<file path="config.mk">
export PLATFORM = sky130hd
export DESIGN_NAME = instr_fetch_flat
export DESIGN_NICKNAME = d
export VERILOG_FILES = /design/src/rtl/instr_fetch_if.sv /design/src/rtl/instr_fetch.sv /design/src/flat_wrapper.sv
export SDC_FILE = /design/constraint.sdc
export NUM_CORES = 1
export LEC_CHECK = 0
export BUFFER_PORTS_ARGS = -buffer_cell sky130_fd_sc_hd__buf_2
export CAP_MARGIN = 0
export CORE_AREA = 2 2 123 125
export DETAILED_ROUTE_END_ITERATION = 12
export DIE_AREA = 0 0 125 127
export PLACE_DENSITY = 0.65
export SLEW_MARGIN = 20
export SYNTH_ARGS = -nofsm -noshare
export SYNTH_HDL_FRONTEND = slang
export SYNTH_SLANG_ARGS = --single-unit
</file>
<file path="constraint.sdc">
create_clock -name clk -period 2.3 [get_ports clk]
set_input_delay 0.115 -clock clk [delete_from_list [all_inputs] [get_ports clk]]
set_output_delay 0.115 -clock clk [all_outputs]
set_load 0.01 [all_outputs]
</file>
<file path="src/rtl/instr_fetch_if.sv">
// Bundle of the fetch stage's memory, decode and redirect signals.
// The master modport is the fetch stage; slave is memory/decode/branch unit.
interface instr_fetch_if;
  logic        imem_req;
  logic [31:0] imem_addr;
  logic        imem_ready;
  logic [31:0] imem_rdata;
  logic        out_valid;
  logic        out_ready;
  logic [31:0] out_instr;
  logic [31:0] out_pc;
  logic        redirect;
  logic [31:0] redirect_pc;
  logic        fetch_fault;
  logic [31:0] fetch_cnt;

  modport master (
    output imem_req, imem_addr, out_valid, out_instr, out_pc, fetch_fault, fetch_cnt,
    input  imem_ready, imem_rdata, out_ready, redirect, redirect_pc
  );

  modport slave (
    input  imem_req, imem_addr, out_valid, out_instr, out_pc, fetch_fault, fetch_cnt,
    output imem_ready, imem_rdata, out_ready, redirect, redirect_pc
  );
endinterface

</file>
<file path="src/rtl/instr_fetch.sv">
// RV32 instruction fetch: one outstanding word read, a single-entry output
// register toward decode, and redirect handling with a sticky misalignment fault.
module instr_fetch #(
  parameter logic [31:0] RESET_PC = 32'h0000_0000
) (
  input logic          clk,
  input logic          rst,
  instr_fetch_if.master bus
);

  typedef enum logic [1:0] {StFetch, StHold, StFault} state_e;

  state_e      state_q, state_d;
  logic [31:0] pc_q, pc_d;
  logic [31:0] instr_q, instr_d;
  logic [31:0] out_pc_q, out_pc_d;
  logic [31:0] cnt_q, cnt_d;

  always_comb begin
    state_d  = state_q;
    pc_d     = pc_q;
    instr_d  = instr_q;
    out_pc_d = out_pc_q;
    cnt_d    = cnt_q;

    if (state_q != StFault && bus.redirect) begin
      // Redirect wins over a same-cycle response or accept; both are wrong-path.
      if (bus.redirect_pc[1:0] == 2'b00) begin
        pc_d    = bus.redirect_pc;
        state_d = StFetch;
      end else begin
        state_d = StFault;
      end
    end else begin
      unique case (state_q)
        StFetch: begin
          if (bus.imem_ready) begin
            instr_d  = bus.imem_rdata;
            out_pc_d = pc_q;
            pc_d     = pc_q + 32'd4;
            state_d  = StHold;
          end
        end
        StHold: begin
          if (bus.out_ready) begin
            cnt_d   = cnt_q + 32'd1;
            state_d = StFetch;
          end
        end
        StFault: ;
        default: state_d = StFault;
      endcase
    end
  end

  always_ff @(posedge clk) begin
    if (rst) begin
      state_q  <= StFetch;
      pc_q     <= RESET_PC;
      instr_q  <= 32'h0;
      out_pc_q <= 32'h0;
      cnt_q    <= 32'h0;
    end else begin
      state_q  <= state_d;
      pc_q     <= pc_d;
      instr_q  <= instr_d;
      out_pc_q <= out_pc_d;
      cnt_q    <= cnt_d;
    end
  end

  assign bus.imem_req    = (state_q == StFetch);
  assign bus.imem_addr   = pc_q;
  assign bus.out_valid   = (state_q == StHold);
  assign bus.out_instr   = instr_q;
  assign bus.out_pc      = out_pc_q;
  assign bus.fetch_fault = (state_q == StFault);
  assign bus.fetch_cnt   = cnt_q;

endmodule

</file>
<file path="src/flat_wrapper.sv">
// flat-port wrapper written by rule: the top's interface ports become plain ports
module instr_fetch_flat 
#(
  parameter logic [31:0] RESET_PC = 32'h0000_0000
)
  (clk, rst, bus_imem_req, bus_imem_addr, bus_out_valid, bus_out_instr, bus_out_pc, bus_fetch_fault, bus_fetch_cnt, bus_imem_ready, bus_imem_rdata, bus_out_ready, bus_redirect, bus_redirect_pc);
  instr_fetch_if bus_i ();
  input logic clk;
  input logic rst;
  output wire logic [$bits(bus_i.imem_req)-1:0] bus_imem_req;
  output wire logic [$bits(bus_i.imem_addr)-1:0] bus_imem_addr;
  output wire logic [$bits(bus_i.out_valid)-1:0] bus_out_valid;
  output wire logic [$bits(bus_i.out_instr)-1:0] bus_out_instr;
  output wire logic [$bits(bus_i.out_pc)-1:0] bus_out_pc;
  output wire logic [$bits(bus_i.fetch_fault)-1:0] bus_fetch_fault;
  output wire logic [$bits(bus_i.fetch_cnt)-1:0] bus_fetch_cnt;
  input wire logic [$bits(bus_i.imem_ready)-1:0] bus_imem_ready;
  input wire logic [$bits(bus_i.imem_rdata)-1:0] bus_imem_rdata;
  input wire logic [$bits(bus_i.out_ready)-1:0] bus_out_ready;
  input wire logic [$bits(bus_i.redirect)-1:0] bus_redirect;
  input wire logic [$bits(bus_i.redirect_pc)-1:0] bus_redirect_pc;
  assign bus_imem_req = bus_i.imem_req;
  assign bus_imem_addr = bus_i.imem_addr;
  assign bus_out_valid = bus_i.out_valid;
  assign bus_out_instr = bus_i.out_instr;
  assign bus_out_pc = bus_i.out_pc;
  assign bus_fetch_fault = bus_i.fetch_fault;
  assign bus_fetch_cnt = bus_i.fetch_cnt;
  assign bus_i.imem_ready = bus_imem_ready;
  assign bus_i.imem_rdata = bus_imem_rdata;
  assign bus_i.out_ready = bus_out_ready;
  assign bus_i.redirect = bus_redirect;
  assign bus_i.redirect_pc = bus_redirect_pc;
  instr_fetch #(.RESET_PC(RESET_PC)) u_core (.clk(clk), .rst(rst), .bus(bus_i));
endmodule
</file>
# == Yosys cells after proc, flatten, opt, wreduce, memory -nomap -nowiden ==
# Cells that the tools add are included.
# totals
output_inout_bits,131
n_memories,0
in_bits,69
reg_bits,130
latchBits,0
rom_bits,0
ram_bits,0
# op_classes
eq_ne,7
mul,0
shift,0
order_cmp,0
div,0
n_bitwise,1
n_reduce_logical,9
muxes,9
n_addsub,2
# ops
operator,n
32-bit 2-to-1 mux,4
32-bit by 1-bit adder with 32-bit output (second input constant),1
32-bit by 3-bit adder with 32-bit output (second input constant),1
3-bit AND reduction,4
2-bit 2-to-1 mux,4
3-bit by 1-bit inequality test with 1-bit output (second input constant),2
2-bit one-hot mux with 3 select lines,1
2-bit logical NOT,2
2-bit inequality test (second input constant),2
2-bit nonzero test,2
2-bit by 1-bit equality test with 1-bit output (second input constant),1
2-bit equality test (second input constant),1
2-bit by 1-bit inequality test with 1-bit output (second input constant),1
1-bit logical AND,1
1-bit NOT,1

# == Logic depth before layout (Yosys ltp) ==
# Gate-level depths: netlist (run 1).
# logic_depth
ltp_word,4
depth_mapped,8

# == Least setup slack after synthesis (run 1) ==
# No wires, ideal clock.
# synth_timing
path_kind,flip-flop to flip-flop
from,register u_core.pc_q[2] (netlist: u_core.bus.imem_addr[2])
to,register u_core.pc_q[28] (netlist: u_core.bus.imem_addr[28])
stages_incl_launch_ff,7
t_arrival_ns,1.850
path_slack_ns,0.371
setup_time_ns,0.079
cell_sequence,dfxtp_1 -> ha_1 -> nand3_1 -> nor2_1 -> nand4_1 -> or4b_1 -> o211ai_1
# synth_between
elab_chain_cells,4
# synth_lines
element,line,rtl
from (decl),instr_fetch.sv:14,"logic [31:0] pc_q, pc_d;"
from (signal assigned),instr_fetch.sv:65,pc_q <= pc_d;
32-bit by 3-bit adder with 32-bit output,instr_fetch.sv:40,pc_d = pc_q + 32'd4;
32-bit 2-to-1 mux,instr_fetch.sv:37,if (bus.imem_ready) begin
32-bit 2-to-1 mux,instr_fetch.sv:35,unique case (state_q)
32-bit 2-to-1 mux,instr_fetch.sv:26,if (state_q != StFault && bus.redirect) begin
# No other way between the ends. The select of a mux whose other input is x is not followed.
# A chain may end at the register's enable or synchronous reset.

# == Worst setup path in the final report (run 1) ==
# layout_timing
from,register u_core.state_q[1]
to,register u_core.pc_q[19] (netlist: u_core.bus.imem_addr[19])
# layout_between
elab_chain_cells,4
word_cells_on_any_way,8
cone_classes,eq/ne (2); mux (1); reduce/logical (5)
# layout_lines
element,line,rtl
from (decl),instr_fetch.sv:13,"state_e state_q, state_d;"
from (signal assigned),instr_fetch.sv:58,state_q <= StFetch;
from (signal assigned),instr_fetch.sv:64,state_q <= state_d;
2-bit inequality test,instr_fetch.sv:26,
1-bit logical AND,instr_fetch.sv:26,
2-bit inequality test (no source line) or 2-bit nonzero test (tied branches),n/a,
3-bit AND reduction (no source line),n/a,
# Parallel ways exist; a longest one is shown, timed or not.

==> results of run 1 <==
-- per-stage QoR --
step	util (%)	total power, uW	setup WS [ps]	std cells	hold WS, ps
finish	55.1	5540	366	1153	42.9
global placement	48.7	2980	433	1086	359
floorplan	-	2730	371	721	251
global route	55.1	5780	205	1153	37.2
detailed placement	48.7	2980	384	1086	363
CTS	55.1	5600	375	1152	28.5
-- report_power, final --
group	total, uW	internal, uW	switching, uW	leakage, uW
sequential	2390	2320	69.6	0.00105
clock	2550	1630	924	0.000269
combinational	594	260	334	0.00207
total	5540	4210	1330	0.00339
-- worst reg2reg max path, stage by stage (launching register included) --
cell and delay (ps):
dfxtp_1 400, nor4b_4 540, a31oi_2 80, buf_4 200
or4_1 470, a31oi_1 170
-- layer usage --
metal / GRT usage (%) / up-vias
met3: 6.99 / 29
met1: 26.4 / 2833
met5: 0 / -
li1: - / 3002
met2: 35.2 / 201
met4: 8.04 / 0
-- state kept, by name, summed over array words and instances (netlist names) --
| register | cells |
|---|---|
| u_core.bus.imem_addr | 32 |
| u_core.bus.out_instr | 32 |
| u_core.bus.fetch_cnt | 32 |
| u_core.state_q | 2 |
| u_core.bus.out_pc | 32 |
-- path summary, 6_finish.rpt --
check / endpoint / depth (start not counted) / startpoint
worst max register to register: u_core.bus.imem_addr[19] / 5 / u_core.state_q[1]
worst max-delay path: u_core.bus.imem_addr[19] / 5 / u_core.state_q[1]
worst min-delay path: u_core.bus.imem_addr[4] / 4 / bus_redirect_pc[4]
worst min register to register: u_core.bus.out_instr[11] / 2 / u_core.bus.out_instr[11]
-- area by class of cell --
cell class	instances	share of cell area, %
Inverter	4	0.189
Timing Repair Buffer	268	20.5
Clock buffer	23	5.88
Clock inverter	6	1.04
Antenna cell	1	0.0315
Tap cell	184	2.89
Sequential cell	130	32.7
Multi-Input combinational cell	537	36.7
-- logic make-up (layout without fill, tap and decap cells) --
group	Yosys count	count (layout)
adders and majority gates	2	2
xor gates and xnor gates	29	29
muxes	1	1
DFF	130	130
AOI/OAI and AO/OA	163	163
and+or+nand+nor	342	342
buffers and inverters	54	301
other	0	1
-- cell usage in the layout (no fill, tap or decap), drive strengths merged, types with 3 or more instances in the layout --
cell type,netlist,layout
nand4,19,19
dlygate4sd3,0,37
o211ai,4,4
o31ai,3,3
nor3,5,5
xnor2,6,6
a21o,7,7
and3,16,16
nor2,48,48
inv,4,4
nand2b,3,3
clkinv,0,3
or3,5,5
dfxtp,130,130
a211oi,3,3
o21ai,20,20
or4,3,3
a31oi,6,6
nor4,9,9
o31a,3,3
and4,6,6
a21oi,93,93
buf,7,231
a32o,3,3
o2bb2ai,4,4
xor2,23,23
clkbuf,43,23
nand3,42,42
or4b,3,3
nand2,171,171
a22oi,4,4
and2,3,3
-- cell usage after synthesis, types with 2 or more instances --
master	count
nand2_1	171
dfxtp_1	130
a21oi_1	93
nor2_1	48
clkbuf_1	43
nand3_1	37
xor2_1	23
nand4_1	19
and3_1	16
o21ai_0	12
o21ai_1	8
a21o_1	7
nor4_1	7
a31oi_1	6
xnor2_1	6
and4_1	5
or3_1	5
a22oi_1	4
buf_2	4
inv_1	4
nand3_2	4
nor3_1	4
o211ai_1	4
o2bb2ai_1	4
a211oi_1	3
and2_1	3
nand2b_1	3
o31a_1	3
o31ai_1	3
or4_1	3
or4b_1	3
a311oi_1	2
a32o_1	2
a32oi_1	2
buf_1	2
ha_1	2
nand3b_1	2
nor3b_1	2
o311ai_1	2
o32ai_1	2
==> flow_metrics.py, run 1 <==
metrics = {
    "sta": {
        "fin_worst_skew_ps": 8.37,
        "final_hold_viol_count": 0,
        "slew_headroom_pct": 46.0,
        "fin_crit_sh_pct": 84.1,
        "setup_viol": 0,
        "tns_ps": 0,
        "tightest_slew_ps": 811,
        "slew_violations": 0,
        "fin_crit_ps": 1930,
        "max_freq_ghz": 0.517,
        "rsz0062_at_grt": "false",
    },
    "floorplanning": {
        "coreArea_sq_mm": 0.0144,
        "start_util_pct": 39.7,
        "die_h_um": 127,
        "ios": 200,
        "die_w_um": 125,
        "fp-row-count": 44,
        "dieArea_sq_mm": 0.0159,
    },
    "synthesis": {
        "synth_top_family_by_area": "simple AND/OR/NAND/NOR gates",
        "synthTopCellsByArea": "dfxtp_1, nand2_1, a21oi_1",
        "synth_area_per_cell_sq_um": 7.93,
        "synth_xor_area_share_pct": 4.44,
        "ys_ff_latch": 130,
        "netlist.top_cell.by_area": "dfxtp_1",
        "synth_ff_type": "dfxtp_1",
        "yosysTopAreaCellShare_pct": 45.5,
        "synthArstFlopShare_pct": 0,
        "synth_edf_count": 0,
        "synth_warnings": 0,
        "yosysUniqueCellTypes": 58,
        "synth_adder_area_share_pct": 0.437,
        "synth_cells": 721,
        "syn_area_sq_mm": 0.00572,
        "muxShareOfSynthArea_pct": 0.175,
        "synthSimpleGateAreaFrac_pct": 28.8,
        "synth_compound_area_share_pct": 16.9,
        "ys_seq_area_share_pct": 45.5,
        "synth.net_count": 792,
    },
    "global_routing": {
        "grt_pass1_wl_um": 27500,
        "grt_pass1_vias": 5447,
        "grt_max_degree": 76,
        "gr-total-overflow": 0,
        "antenna_found_initial": 1,
        "grt_usage_pct": 21.4,
    },
    "clocking": {
        "clk_latency_ps": 410,
        "cts_setup_buffers": 0,
        "cts_buffers": 17,
        "ctsHoldBuffers": 37,
        "clock_path_buffers": 2,
        "path_clk_slew_ps": 50,
        "cts_tree": "yes",
        "clock-sinks": 130,
        "clk_root_buffer_cell": "clkbuf_16",
        "htree_levels": 4,
        "cts_resized": 0,
    },
    "cells_and_area": {
        "drive_above_1_share_pct": 28.1,
        "seq_area_sq_mm": 0.00260,
        "multi_input_comb_area_sq_mm": 0.00292,
        "fillers": 1393,
        "fin_nets": 1029,
        "syn2layout_area_growth_pct": 39.0,
        "fin_area_sq_mm": 0.00795,
    },
    "worst_setup_path": {
        "crit_buf_inv": 1,
        "crit_chain": "nor4b_4 > a31oi_2 > buf_4 > or4_1 > a31oi_1",
        "end_kind": "flip-flop",
        "cp.arrival_ps": 2270,
        "crit_family": "simple AND/OR/NAND/NOR gates",
        "slowest_delay_ps": 540,
        "worstPathRequired_ps": 2630,
        "worstSetupStartpointType": "flip-flop",
        "r2r_setup_slack_ps": 370,
        "critical_path.max_fanout": 10,
        "crit_slowest_cell": "nor4b_4",
        "path_class": "reg -> reg",
    },
    "routing": {
        "ant_nets": 0,
        "drt_wl_total_um": 17400,
        "dr_total_vias": 6065,
        "first_iter_violations": 369,
        "viasPerCell": 5.26,
        "drcViolationCount": 0,
        "wl_met1_um": 7640,
        "wl_met3_um": 1130,
        "dr_wl_met2_um": 8260,
        "routed.top_layer": "met4",
        "dr.pass1.iters": 5,
        "wl_per_cell_um": 15.1,
    },
    "place": {
        "dp_hpwl_um": 11700,
        "portBuffers": 199,
        "dpl-instance-area_sq_mm": 0.00703,
        "place.gp.congestion": 0.841,
    },
    "pwr": {
        "cellPowerDensity_mw_per_mm2": 696,
        "power_leakage_uw": 0.00339,
        "vdd_drop_max_mv": 0.575,
    },
    "min_path": {
        "hold_class": "in -> reg",
    },
    "run": {
        "drv_cap": 0,
    },
    "run_status": {
        "status": "complete, no violations",
    },
}
Note: power is estimated with default switching activity, not from simulation.
==> run 2: changes to the inputs <==
PLACE_DENSITY = 0.68   (was 0.65)
clock period = 1.7 ns   (was 2.3 ns; I/O delays follow)
==> flow_metrics.py, run 2 (same netlist as run 1, synthesis figures left out) <==
metrics = {
    "global_routing": {
        "grt_pass1_vias": 6004,
        "antenna_found_initial": 0,
        "gr-total-overflow": 0,
        "grt_pass1_wl_um": 29300,
        "grt_usage_pct": 22.4,
        "grt_max_degree": 55,
    },
    "routing": {
        "ant_nets": 0,
        "first_iter_violations": 430,
        "viasPerCell": 5.20,
        "wl_per_cell_um": 15.1,
        "dr_total_vias": 6372,
        "drcViolationCount": 0,
        "dr.pass1.iters": 5,
        "drt_wl_total_um": 18500,
    },
    "clocking": {
        "clk_latency_ps": 410,
        "htree_levels": 4,
        "clk_root_buffer_cell": "clkbuf_16",
        "path_clk_slew_ps": 60,
        "cts_buffers": 17,
        "cts_tree": "yes",
        "clock-sinks": 130,
        "clock_path_buffers": 2,
    },
    "sta": {
        "setup_viol": 13,
        "tns_ps": -206,
        "slew_headroom_pct": 72.1,
        "fin_crit_sh_pct": 103,
        "setup_slack_ps": -59.1,
        "max_freq_ghz": 0.568,
        "slew_violations": 0,
        "tightest_slew_ps": 419,
        "rsz0062_at_grt": "true",
        "fin_crit_ps": 1760,
        "fin_worst_skew_ps": 10.0,
        "final_hold_viol_count": 0,
    },
    "pwr": {
        "power_frac_clock_pct": 43.9,
        "internal_power_uw": 5640,
        "cellPowerDensity_mw_per_mm2": 855,
        "power_leakage_uw": 0.00385,
        "power_switching_uw": 1850,
        "vdd_drop_max_mv": 0.657,
        "pwr-share-comb_pct": 13.2,
        "p_seq_share_pct": 42.9,
        "switching_share_pct": 24.6,
    },
    "run_status": {
        "status": "finished, violations left",
        "failed_checks": "negative setup slack",
    },
    "worst_setup_path": {
        "crit_family": "simple AND/OR/NAND/NOR gates",
        "r2r-start": "u_core.state_q[1]",
        "slowest_delay_ps": 780,
        "end_kind": "flip-flop",
        "path_class": "reg -> reg",
        "critical_path.max_fanout": 5,
        "crit_buf_inv": 0,
        "crit_slowest_cell": "or4b_2",
        "cp.arrival_ps": 2040,
        "worstSetupStartpointType": "flip-flop",
        "worstPathRequired_ps": 1980,
        "cp-startpoint": "u_core.state_q[1]",
        "crit_chain": "or4b_2 > nand2_1 > nor2_1 > a311oi_1 > o32ai_1",
    },
    "min_path": {
        "hold_class": "in -> reg",
        "hp-start": "bus_redirect_pc[4]",
    },
    "cells_and_area": {
        "layout_common_cells": "buf_2, nand2_1, dfxtp_1",
        "final_core_util_pct": 60.7,
        "fin_nets": 1101,
        "antenna_cells": 0,
        "syn2layout_area_growth_pct": 53.1,
        "drive_above_1_share_pct": 36.5,
        "layout_commonest_cell": "buf_2",
    },
    "floorplanning": {
        "ios": 200,
        "die_w_um": 125,
        "fp-row-count": 44,
        "coreArea_sq_mm": 0.0144,
        "die_h_um": 127,
        "start_util_pct": 39.7,
        "dieArea_sq_mm": 0.0159,
    },
    "run": {
        "drv_cap": 0,
    },
    "place": {
        "place.gp.congestion": 0.861,
        "portBuffers": 199,
        "dp_hpwl_um": 12500,
    },
}
-- run 2: changes by cell type in the layout (fill, tap and decap cells not counted), sizes merged --
cell,previous run,this run
buf,231,299
dlygate4sd3,37,40
bufinv,2,0
clkbuf,23,25
a31oi,6,7
clkinv,3,4
diode,1,0
-- run 2: path summary, 6_finish.rpt --
path	endpoint	slack (ps)	depth (start not counted)
hold reg to reg	u_core.bus.out_pc[7]	450	2
setup / recovery	u_core.bus.imem_addr[27]	-60	5
hold / removal	u_core.bus.imem_addr[4]	30	4
setup reg to reg	u_core.bus.imem_addr[27]	-60	5
-- run 2: timing repair --
| action | in CTS | in global routing |
|---|---|---|
| endpoints found under the hold margin | 41 | 0 |
| pin swaps | 4 | 10 |
| endpoints found under the setup margin | 57 | 91 |
| hold buffers | 40 | 0 |
| buffers inserted | 7 | 7 |
| gates cloned | 1 | 1 |
| resized for setup | 14 | 30 |
-- run 2: routing by layer --
| metal | wire length [um] | global-route usage (%) | vias to the layer above |
|---|---|---|---|
| li1 | - | - | 3137 |
| met3 | 1390 | 5.74 | 42 |
| met4 | 610 | 11.2 | 0 |
| met2 | 8620 | 36.8 | 267 |
| met5 | 0 | 0 | - |
| met1 | 7840 | 27.5 | 2926 |
-- run 2: stage by stage --
step           instance area [sq um]  worst slack, ps  hold WS [ps]  std cells  total power [uW]
2_1_floorplan                   5810            -51.9           221        721              3690
3_3_place_gp                    7540            -33.1           326       1139              4120
3_5_place_dp                    7540            -69.5           331       1139              4130
4_1_cts                         8590            -52.7          7.16       1217              7540
5_1_grt                         8760             -115          31.8       1225              7820
6_report                        8760            -59.1          30.9       1225              7490
-- run 2: power by group through the flow --
stage          combinational (uW)  sequential, uW  clock, uW
3_5_place_dp                  854            3270          0
3_3_place_gp                  848            3270          0
6_report                      988            3210       3290
4_1_cts                       953            3210       3370
2_1_floorplan                 361            3330          0
5_1_grt                      1070            3220       3530
-- run 2: cell type report --
type	count	area, sq um
multi-input cells	538	3090
well taps	184	230
repair buffers	339	2240
flip-flops and latches	130	2660
fillers	1297	5670
clock inverters	5	27.5
clock buffers	25	507
inverters	4	15.0
-- run 2: worst register-to-register path, delay by kind of cell, from the launching register on --
family | cells | cell delay (ps)
AO/OA/AOI/OAI | 2 | 350
flip-flops | 1 | 360
AND/OR/NAND/NOR | 3 | 930
